<file path="src/rtl/mem_arb_pkg.sv">
// Shared types and default widths for the two-port memory arbiter.
package mem_arb_pkg;

    localparam int DEF_ADDR_W = 8;
    localparam int DEF_DATA_W = 16;

    typedef enum logic [1:0] {
        IDLE   = 2'd0,
        ACCESS = 2'd1,
        RESP   = 2'd2
    } state_t;

endpackage

</file>
<file path="src/rtl/mem_arb_pick.sv">
// Combinational winner selection between the CPU port (0) and the loader port (1).
// last = 1 means port 1 was granted most recently, so port 0 wins a contention.
module mem_arb_pick (
    input  logic       req0,
    input  logic       req1,
    input  logic       last,
    output logic [1:0] grant
);

    // One-hot grant: a lone requester always wins, a tie goes to the port not served last.
    always_comb begin
        grant = 2'b00;
        if (req0 && req1) begin
            grant = last ? 2'b01 : 2'b10;
        end else if (req0) begin
            grant = 2'b01;
        end else if (req1) begin
            grant = 2'b10;
        end
    end

endmodule

</file>
<file path="src/rtl/mem_arbiter.sv">
// Two-port arbiter in front of a single-port synchronous memory.
// One transaction per three cycles: IDLE (request sampled), ACCESS (grant, address
// and write strobe on the memory), RESP (memory read data returns), then the read
// data is registered so rvalid appears in the following cycle.
// Build option: MEM_ARBITER_ROUND_ROBIN_EN selects round-robin contention handling;
// without it port 0 always wins a tie and no pointer register is built.
//
// state  | meaning
// IDLE   | waiting for a request; a request here is accepted and granted
// ACCESS | memory address/write data presented, gnt pulses, write strobe if a write
// RESP   | memory read data valid; captured into the owner's rdata for reads
module mem_arbiter
    import mem_arb_pkg::*;
#(
    parameter int ADDR_W = DEF_ADDR_W,
    parameter int DATA_W = DEF_DATA_W
) (
    input  logic              clk,
    input  logic              reset_n,
    input  logic              req0,
    input  logic              req1,
    input  logic              we0,
    input  logic              we1,
    input  logic [ADDR_W-1:0] addr0,
    input  logic [ADDR_W-1:0] addr1,
    input  logic [DATA_W-1:0] wdata0,
    input  logic [DATA_W-1:0] wdata1,
    output logic              gnt0,
    output logic              gnt1,
    output logic              rvalid0,
    output logic              rvalid1,
    output logic [DATA_W-1:0] rdata0,
    output logic [DATA_W-1:0] rdata1,
    output logic              busy,
    output logic [ADDR_W-1:0] mem_addr,
    output logic [DATA_W-1:0] mem_data_in,
    output logic              mem_write_en,
    input  logic [DATA_W-1:0] mem_data_out
);

    state_t            state_q, state_d;
    logic [ADDR_W-1:0] addr_q, addr_d;
    logic [DATA_W-1:0] wdata_q, wdata_d;
    logic              we_q, we_d;
    logic              rd_q, rd_d;
    logic              owner_q, owner_d;
    logic [1:0]        gnt_q, gnt_d;
    logic [1:0]        rvalid_q, rvalid_d;
    logic [DATA_W-1:0] rdata0_q, rdata0_d;
    logic [DATA_W-1:0] rdata1_q, rdata1_d;
    logic [1:0]        pick;
    logic              pick_last;

    mem_arb_pick u_pick (
        .req0  (req0),
        .req1  (req1),
        .last  (pick_last),
        .grant (pick)
    );

`ifdef MEM_ARBITER_ROUND_ROBIN_EN
    logic last_q;

    assign pick_last = last_q;

    // Remember which port was granted last; reset favours port 0 on the first tie.
    always_ff @(posedge clk or negedge reset_n) begin
        if (!reset_n) begin
            last_q <= 1'b1;
        end else if (state_q == IDLE && pick != 2'b00) begin
            last_q <= pick[1];
        end
    end
`else
    assign pick_last = 1'b1;
`endif

    // State register and all registered outputs; reset aborts any transaction.
    always_ff @(posedge clk or negedge reset_n) begin
        if (!reset_n) begin
            state_q  <= IDLE;
            addr_q   <= '0;
            wdata_q  <= '0;
            we_q     <= 1'b0;
            rd_q     <= 1'b0;
            owner_q  <= 1'b0;
            gnt_q    <= 2'b00;
            rvalid_q <= 2'b00;
            rdata0_q <= '0;
            rdata1_q <= '0;
        end else begin
            state_q  <= state_d;
            addr_q   <= addr_d;
            wdata_q  <= wdata_d;
            we_q     <= we_d;
            rd_q     <= rd_d;
            owner_q  <= owner_d;
            gnt_q    <= gnt_d;
            rvalid_q <= rvalid_d;
            rdata0_q <= rdata0_d;
            rdata1_q <= rdata1_d;
        end
    end

    // Next-state and next-output logic; pulses default low, data registers hold.
    always_comb begin
        state_d  = state_q;
        addr_d   = addr_q;
        wdata_d  = wdata_q;
        we_d     = 1'b0;
        rd_d     = rd_q;
        owner_d  = owner_q;
        gnt_d    = 2'b00;
        rvalid_d = 2'b00;
        rdata0_d = rdata0_q;
        rdata1_d = rdata1_q;
        case (state_q)
            IDLE: begin
                if (pick != 2'b00) begin
                    state_d = ACCESS;
                    gnt_d   = pick;
                    owner_d = pick[1];
                    addr_d  = pick[1] ? addr1 : addr0;
                    wdata_d = pick[1] ? wdata1 : wdata0;
                    we_d    = pick[1] ? we1 : we0;
                    rd_d    = pick[1] ? !we1 : !we0;
                end
            end
            ACCESS: begin
                state_d = RESP;
            end
            RESP: begin
                state_d = IDLE;
                if (rd_q) begin
                    rvalid_d[owner_q] = 1'b1;
                    if (owner_q) begin
                        rdata1_d = mem_data_out;
                    end else begin
                        rdata0_d = mem_data_out;
                    end
                end
            end
            default: begin
                state_d = IDLE;
            end
        endcase
    end

    assign gnt0         = gnt_q[0];
    assign gnt1         = gnt_q[1];
    assign rvalid0      = rvalid_q[0];
    assign rvalid1      = rvalid_q[1];
    assign rdata0       = rdata0_q;
    assign rdata1       = rdata1_q;
    assign busy         = (state_q != IDLE);
    assign mem_addr     = addr_q;
    assign mem_data_in  = wdata_q;
    assign mem_write_en = we_q;

endmodule
</file>
<file path="config.mk">
export PLATFORM = sky130hd
export DESIGN_NAME = mem_arbiter
export DESIGN_NICKNAME = d
export VERILOG_FILES = /design/src/rtl/mem_arb_pkg.sv /design/src/rtl/mem_arb_pick.sv /design/src/rtl/mem_arbiter.sv
export SDC_FILE = /design/constraint.sdc
export NUM_CORES = 1
export LEC_CHECK = 0
export ABC_AREA = 1
export CAP_MARGIN = 40
export CORE_MARGIN = 2
export CORE_UTILIZATION = 37
export DETAILED_ROUTE_END_ITERATION = 10
export PLACE_DENSITY = 0.8
export SETUP_SLACK_MARGIN = 0.2
export SLEW_MARGIN = 20
export SYNTH_ARGS = -nofsm -noshare
export SYNTH_HDL_FRONTEND = slang
export SYNTH_HIERARCHICAL = 1
export SYNTH_SLANG_ARGS = --single-unit
</file>
<file path="constraint.sdc">
create_clock -name clk -period 1.15 [get_ports clk]
set_input_delay 0.23 -clock clk [delete_from_list [all_inputs] [get_ports clk]]
set_output_delay 0.23 -clock clk [all_outputs]
set_load 0.005 [all_outputs]
</file>
==> results of run 1 <==
==> power breakdown <==
group          switching (W)  internal (W)
combinational        0.00336       0.00384
clock               0.000866       0.00142
sequential          0.000618       0.00336
total                0.00484       0.00862
==> worst max-delay path, stage by stage (launching register included) <==
cell and delay [ps]:
dfrtp_1 400, buf_6 130, buf_6 100, nor2_4 180
buf_12 190, nand2_8 110, nand2_2 90, nand2_1 50
==> cell usage in the layout, fill, tap and decap left out, types with 7 or more instances in the layout <==
master / count
inv_2: 7
nand2_1: 163
clkdlybuf4s50_1: 66
buf_12: 8
nand3_1: 31
clkbuf_8: 9
buf_2: 62
buf_6: 12
dfrtp_1: 65
nand2_2: 54
nand2_8: 8
buf_4: 60
==> cells by family (layout without fill, tap and decap cells) <==
kind of cell | count (synthesis) | after routing | share of synthesized area
compound gates | 1 | 1 | 0.00173
other cells | 1 | 2 | 0.00130
simple gates | 266 | 272 | 0.374
flops | 65 | 65 | 0.563
buf+inv | 28 | 241 | 0.0601
==> through the flow <==
step,TNS (ps),hold WS [ps],std cells,utilization,cell area [sq um]
finish,-9190,429,683,0.694,5310
global route,-12520,471,683,0.694,5310
CTS,-5540,448,647,0.629,4810
detailed placement,-14710,269,594,0.577,4410
global placement,-12380,270,594,0.577,4410
floorplan,0,-65.6,362,-,2930
==> sequential cells by signal (all words and copies together) (netlist names) <==
signal / count
owner_q: 1
rd_q: 1
mem_write_en: 1
state_q: 2
gnt_q: 2
rdata0: 16
mem_addr: 8
rvalid_q: 2
rdata1: 16
mem_data_in: 16
==> area by class of cell <==
class                   count  area, sq um  share of cell area
repair buffers            214         1830               0.344
flip-flops and latches     65         1630               0.307
multi-input cells         275         1440               0.272
well taps                 102          128              0.0241
clock buffers               9          124              0.0233
clock inverters             6          108              0.0203
inverters                  12         50.0             0.00943
==> repair_timing <==
action	in CTS	in global routing
setup buffers	30	34
gates resized for setup	281	64
hold buffers	1	0
endpoints found under the setup margin	125	125
gates cloned	7	2
endpoints found under the hold margin	65	0
pin swaps	3	10
==> routing by layer <==
layer / track usage / vias up / share of wire / wire [um]
li1: - / 1546 / - / -
met1: 0.257 / 1520 / 0.39 / 3860
met2: 0.381 / 139 / 0.51 / 5140
met3: 0.0439 / 27 / 0.070 / 697
met4: 0.0896 / 0 / 0.030 / 300
met5: 0 / - / 0 / 0
==> Yosys cell counts <==
master   instances
nand2_1        221
dfrtp_1         65
nand3_1         33
inv_1            9
buf_4            6
buf_2            5
buf_6            5
nor2_1           5
nor2_4           3
inv_2            2
nand2_2          2
nand2_4          2
a21oi_1          1
conb_1           1
inv_4            1
==> final timing paths <==
path                                 start               to  depth (start not counted)
worst max register to register  state_q[0]        rdata0[3]                          7
max in group asynchronous          reset_n  mem_data_in[12]                          3
worst min-delay path               reset_n        rdata1[8]                          3
worst min register to register   rdata1[6]        rdata1[6]                          2
min in group clk                 rdata1[6]        rdata1[6]                          2
worst max-delay path            state_q[0]        rdata0[3]                          7
==> impl_metrics.json, run 1 <==
{
  "status": "finished, violations left",
  "failed_checks": "setup timing",
  "place_hpwl_um": 5560,
  "fin_skew_ps": 4.17,
  "die_w_um": 92.4,
  "leakagePower_nw": 2.80,
  "cts-root-buf": "clkbuf_8",
  "num_rows": 32,
  "fill_cells": 581,
  "min_period_ps": 1350,
  "grt_pass1_vias": 2984,
  "path_max_fanout": 8,
  "ys_types": 15,
  "cts.sinks": 65,
  "drc": 0,
  "synthToLayoutAreaGrowth_pct": 83.5,
  "layout_setup_ws_ps": -204,
  "diodes": 0,
  "wl_um": 10000,
  "setup_viol": 63,
  "synth_top_area_share": 0.563,
  "hold_class": "in2async",
  "start_util": 0.378,
  "drv_slew": 0,
  "finalHoldViolations": 0,
  "synth_seq_cells": 65,
  "htreeDepth": 3,
  "worst-setup-path-type": "reg2reg",
  "synth_top_area_cell": "dfrtp_1",
  "antenna_found_initial": 0,
  "wl_per_cell_um": 14.6,
  "ant_nets": 0,
  "syn_area_per_cell_sq_um": 8.01,
  "cts_buffers": 9,
  "max_clock_freq_ghz": 0.739,
  "ir_drop_mv": 0.989,
  "cts_tree": "built",
  "die_h_um": 92.4,
  "vias_per_cell": 4.73,
  "grt_pass1_wl_um": 14400,
  "finalPower_w": 0.0135,
  "rrSetupSlack_ps": -200,
  "synth_seq_area_share": 0.563,
  "synth_warnings": 6,
  "startpoint_type": "flop",
  "worstSetupEndpointType": "flop",
  "power_density_nw_per_um2": 2540,
  "routabilityCongestion": 0.775,
  "overflow": 0,
  "die_area_sq_um": 8540,
  "drive_above_1_share": 0.422,
  "ys_top_cells_by_area": "dfrtp_1 56%, nand2_1 29%, nand3_1 5.7%, buf_6 1.9%, buf_4 1.6%",
  "synth_cells": 361,
  "core_sq_um": 7650,
  "critical_path_required_ps": 1380,
  "period_share": 1.18,
  "clock_path_buffers": 2,
  "grt_max_degree": 66,
  "drt_iter0_drc": 131,
  "maxCapViolations": 0,
  "clk_pin_slew_ps": 70,
  "synth_area_sq_um": 2890,
  "fin_nets": 647,
  "num_vias": 3232,
  "rsz0062_at_grt": "true",
  "insertion_delay_ps": 340,
  "critPathArrivalTime_ps": 1580,
  "ios": 132,
  "dpl_worst_slack_ps": -508,
  "port_buffers": 131,
  "dr.pass1.iters": 4,
  "track_usage": 0.216
}
Note: power is estimated with default switching activity, not from simulation.
==> run 2, diff against run 1 <==
--- a/config.mk
+++ b/config.mk
@@ -15,5 +15,4 @@
 export SLEW_MARGIN = 20
 export SYNTH_ARGS = -nofsm -noshare
 export SYNTH_HDL_FRONTEND = slang
-export SYNTH_HIERARCHICAL = 1
 export SYNTH_SLANG_ARGS = --single-unit
==> run 2 against run 1 <==
Global-route usage decreased by 1.6 points; cell count decreased by 7.9%; core utilization fell by 4.1 points; setup slack improved by 48 ps; clock skew up 5.2 ps; clock power is 3% higher; the run still ends with setup timing left; clock-buffer cell count up 2; non-clock buffer count down 22; critical path type unchanged; first-iteration DRC count down 31%.
==> impl_metrics.json, run 2 <==
{
  "ios": 132,
  "status": "finished, violations left",
  "synth-simple-area-share": 0.285,
  "die_area_sq_um": 8390,
  "die_h_um": 91.6,
  "synth_common_cells": "160 x nand2_1, 65 x dfrtp_1, 26 x inv_1, 26 x nand3_1, 25 x o21ai_1",
  "synth_area_sq_um": 2840,
  "wl_per_cell_um": 13.8,
  "path_cells": "buf_6 -> inv_4 -> nor2_4 -> nand2_4 -> clkbuf_16 -> nand2_1 -> o21ai_1",
  "grt_max_degree": 35,
  "failed_checks": "setup timing",
  "synthMuxAreaShare": 0,
  "grtUsageMet3": 0.0631,
  "core_sq_um": 7330,
  "synth_top_area_cell": "dfrtp_1",
  "ir_drop_mv": 0.967,
  "rsz0062_at_grt": "true",
  "cts_tree": "built",
  "synth-main-ff-cell": "dfrtp_1",
  "start_util": 0.387,
  "track_usage": 0.200,
  "layout_commonest_cell": "nand2_1",
  "yosysMostFrequentCell": "nand2_1",
  "hold-worst-slack_ps": 409,
  "slew_headroom": 0.729,
  "ant_nets": 0,
  "final_cell_mix": "148 x nand2_1, 66 x clkdlybuf4s50_1, 65 x dfrtp_1",
  "critical_path_required_ps": 1360,
  "power_density_nw_per_um2": 2390,
  "drc": 0,
  "cts_buffers": 9,
  "layout_setup_ws_ps": -155,
  "ys_top_cells_by_area": "dfrtp_1 57%, nand2_1 21%, nand3_1 4.6%, o21ai_1 4.4%, inv_1 3.4%",
  "die_w_um": 91.6,
  "dpl_worst_slack_ps": -318,
  "dr.pass1.iters": 4,
  "seqCellArea_sq_um": 1630,
  "num_rows": 31,
  "synthToLayoutAreaGrowth_pct": 68.8,
  "overflow": 0,
  "insertion_delay_ps": 330,
  "critPathBufInv": 3,
  "routabilityCongestion": 0.756,
  "use_met2": 0.346,
  "max_clock_freq_ghz": 0.766,
  "clk_pin_slew_ps": 80,
  "path_max_fanout": 8,
  "clock_path_buffers": 2,
  "synth_top_area_share": 0.573,
  "cpPeakStageDelay_ps": 420,
  "min_period_ps": 1310,
  "place_hpwl_um": 5760,
  "multiInputGateArea_sq_um": 1070,
  "synth_cells": 339,
  "htreeDepth": 3,
  "finalPower_w": 0.0115,
  "finalHoldViolations": 0,
  "grt_pass1_wl_um": 13300,
  "hold_class": "in2reg",
  "period_share": 1.14,
  "synth_xor_area_frac": 0,
  "drive_above_1_share": 0.319,
  "diodes": 0,
  "leakagePower_nw": 2.63,
  "layout.cells.non_filler": 629,
  "syn_nets": 409,
  "worst-setup-path-type": "reg2reg",
  "cts.sinks": 65,
  "synth_warnings": 0,
  "syn_area_per_cell_sq_um": 8.37,
  "wl_um": 8690,
  "startpoint_type": "flop",
  "utilization": 0.653,
  "setup_viol": 50,
  "grt_pass1_vias": 2838,
  "fin_skew_ps": 9.40,
  "grt_busiest_layer": "met2",
  "cp_slowest_cell": "dfrtp_1",
  "ys_types": 16,
  "synth_seq_area_share": 0.573,
  "num_vias": 2890,
  "synthAdderAreaFrac": 0,
  "synth_top_family_by_area": "simple AND/OR/NAND/NOR gates",
  "placed_cells": 576,
  "fill_cells": 599,
  "worstSetupEndpointType": "flop",
  "port_buffers": 131,
  "synth-compound-area-share": 0.0622,
  "antenna_found_initial": 0,
  "drt_iter0_drc": 90,
  "synth_edf_count": 0,
  "vias_per_cell": 4.59,
  "async_flop_share": 1.00,
  "worst_pin_slew_ps": 407,
  "fin_nets": 595,
  "crit_family": "flip-flops",
  "critPathArrivalTime_ps": 1510,
  "synth_seq_cells": 65,
  "cts-root-buf": "clkbuf_8",
  "maxCapViolations": 0,
  "grtUsageMet1": 0.239,
  "drv_slew": 0
}
-- run 2: worst min-delay path, cell delays in order --
cell	delay, ps
dlymetal6s2s_1	150
inv_2	110
buf_12	160
nor2_1	60
-- run 2: cell type report --
cell class,instances,area share
Timing Repair Buffer,192,0.339
Tap cell,99,0.0259
Sequential cell,65,0.340
Multi-Input combinational cell,230,0.223
Clock inverter,5,0.0214
Clock buffer,11,0.0295
Inverter,27,0.0217
-- run 2: path summary, 6_finish.rpt --
path / endpoint / cells after the start / from / slack, ps
min reg2reg: mem_addr[7] / 2 / mem_addr[7] / 480
max in group asynchronous: rdata0[12] / 3 / reset_n / 320
max reg2reg: rdata0[12] / 7 / state_q[1] / -160
min in group asynchronous: mem_data_in[15] / 3 / reset_n / 430
min: gnt_q[0] / 4 / req0 / 410
max: rdata0[12] / 7 / state_q[1] / -160
-- run 2: metal layers --
metal | vias to the layer above | wire [um]
met4 | 0 | 99
met1 | 1342 | 3520
li1 | 1419 | -
met3 | 11 | 647
met5 | - | 0
met2 | 118 | 4420
-- run 2: through the flow --
| step | TNS [ps] | cell area [sq um] |
|---|---|---|
| finish | -2970 | 4790 |
| global placement | -8240 | 4400 |
| CTS | -2600 | 4530 |
| floorplan | 0 | 2850 |
| global route | -6430 | 4790 |
| detailed placement | -9520 | 4400 |
-- run 2: power breakdown --
part           switching, W  internal, W
sequential         0.000620      0.00336
clock              0.000860      0.00150
combinational       0.00231      0.00280
-- run 2: what timing repair did --
item | CTS | global route
gates resized for setup | 260 | 25
cloned | 2 | 2
setup buffers | 15 | 17
endpoints found under the setup margin | 125 | 125
hold buffers | 1 | 0
endpoints found under the hold margin | 65 | 0
pin swaps | 2 | 1
-- run 2: kinds of logic after synthesis --
kind of cell	count (synthesis)
AND/OR/NAND/NOR	197
flip-flops	65
buffers and inverters	44
AO/OA/AOI/OAI	33
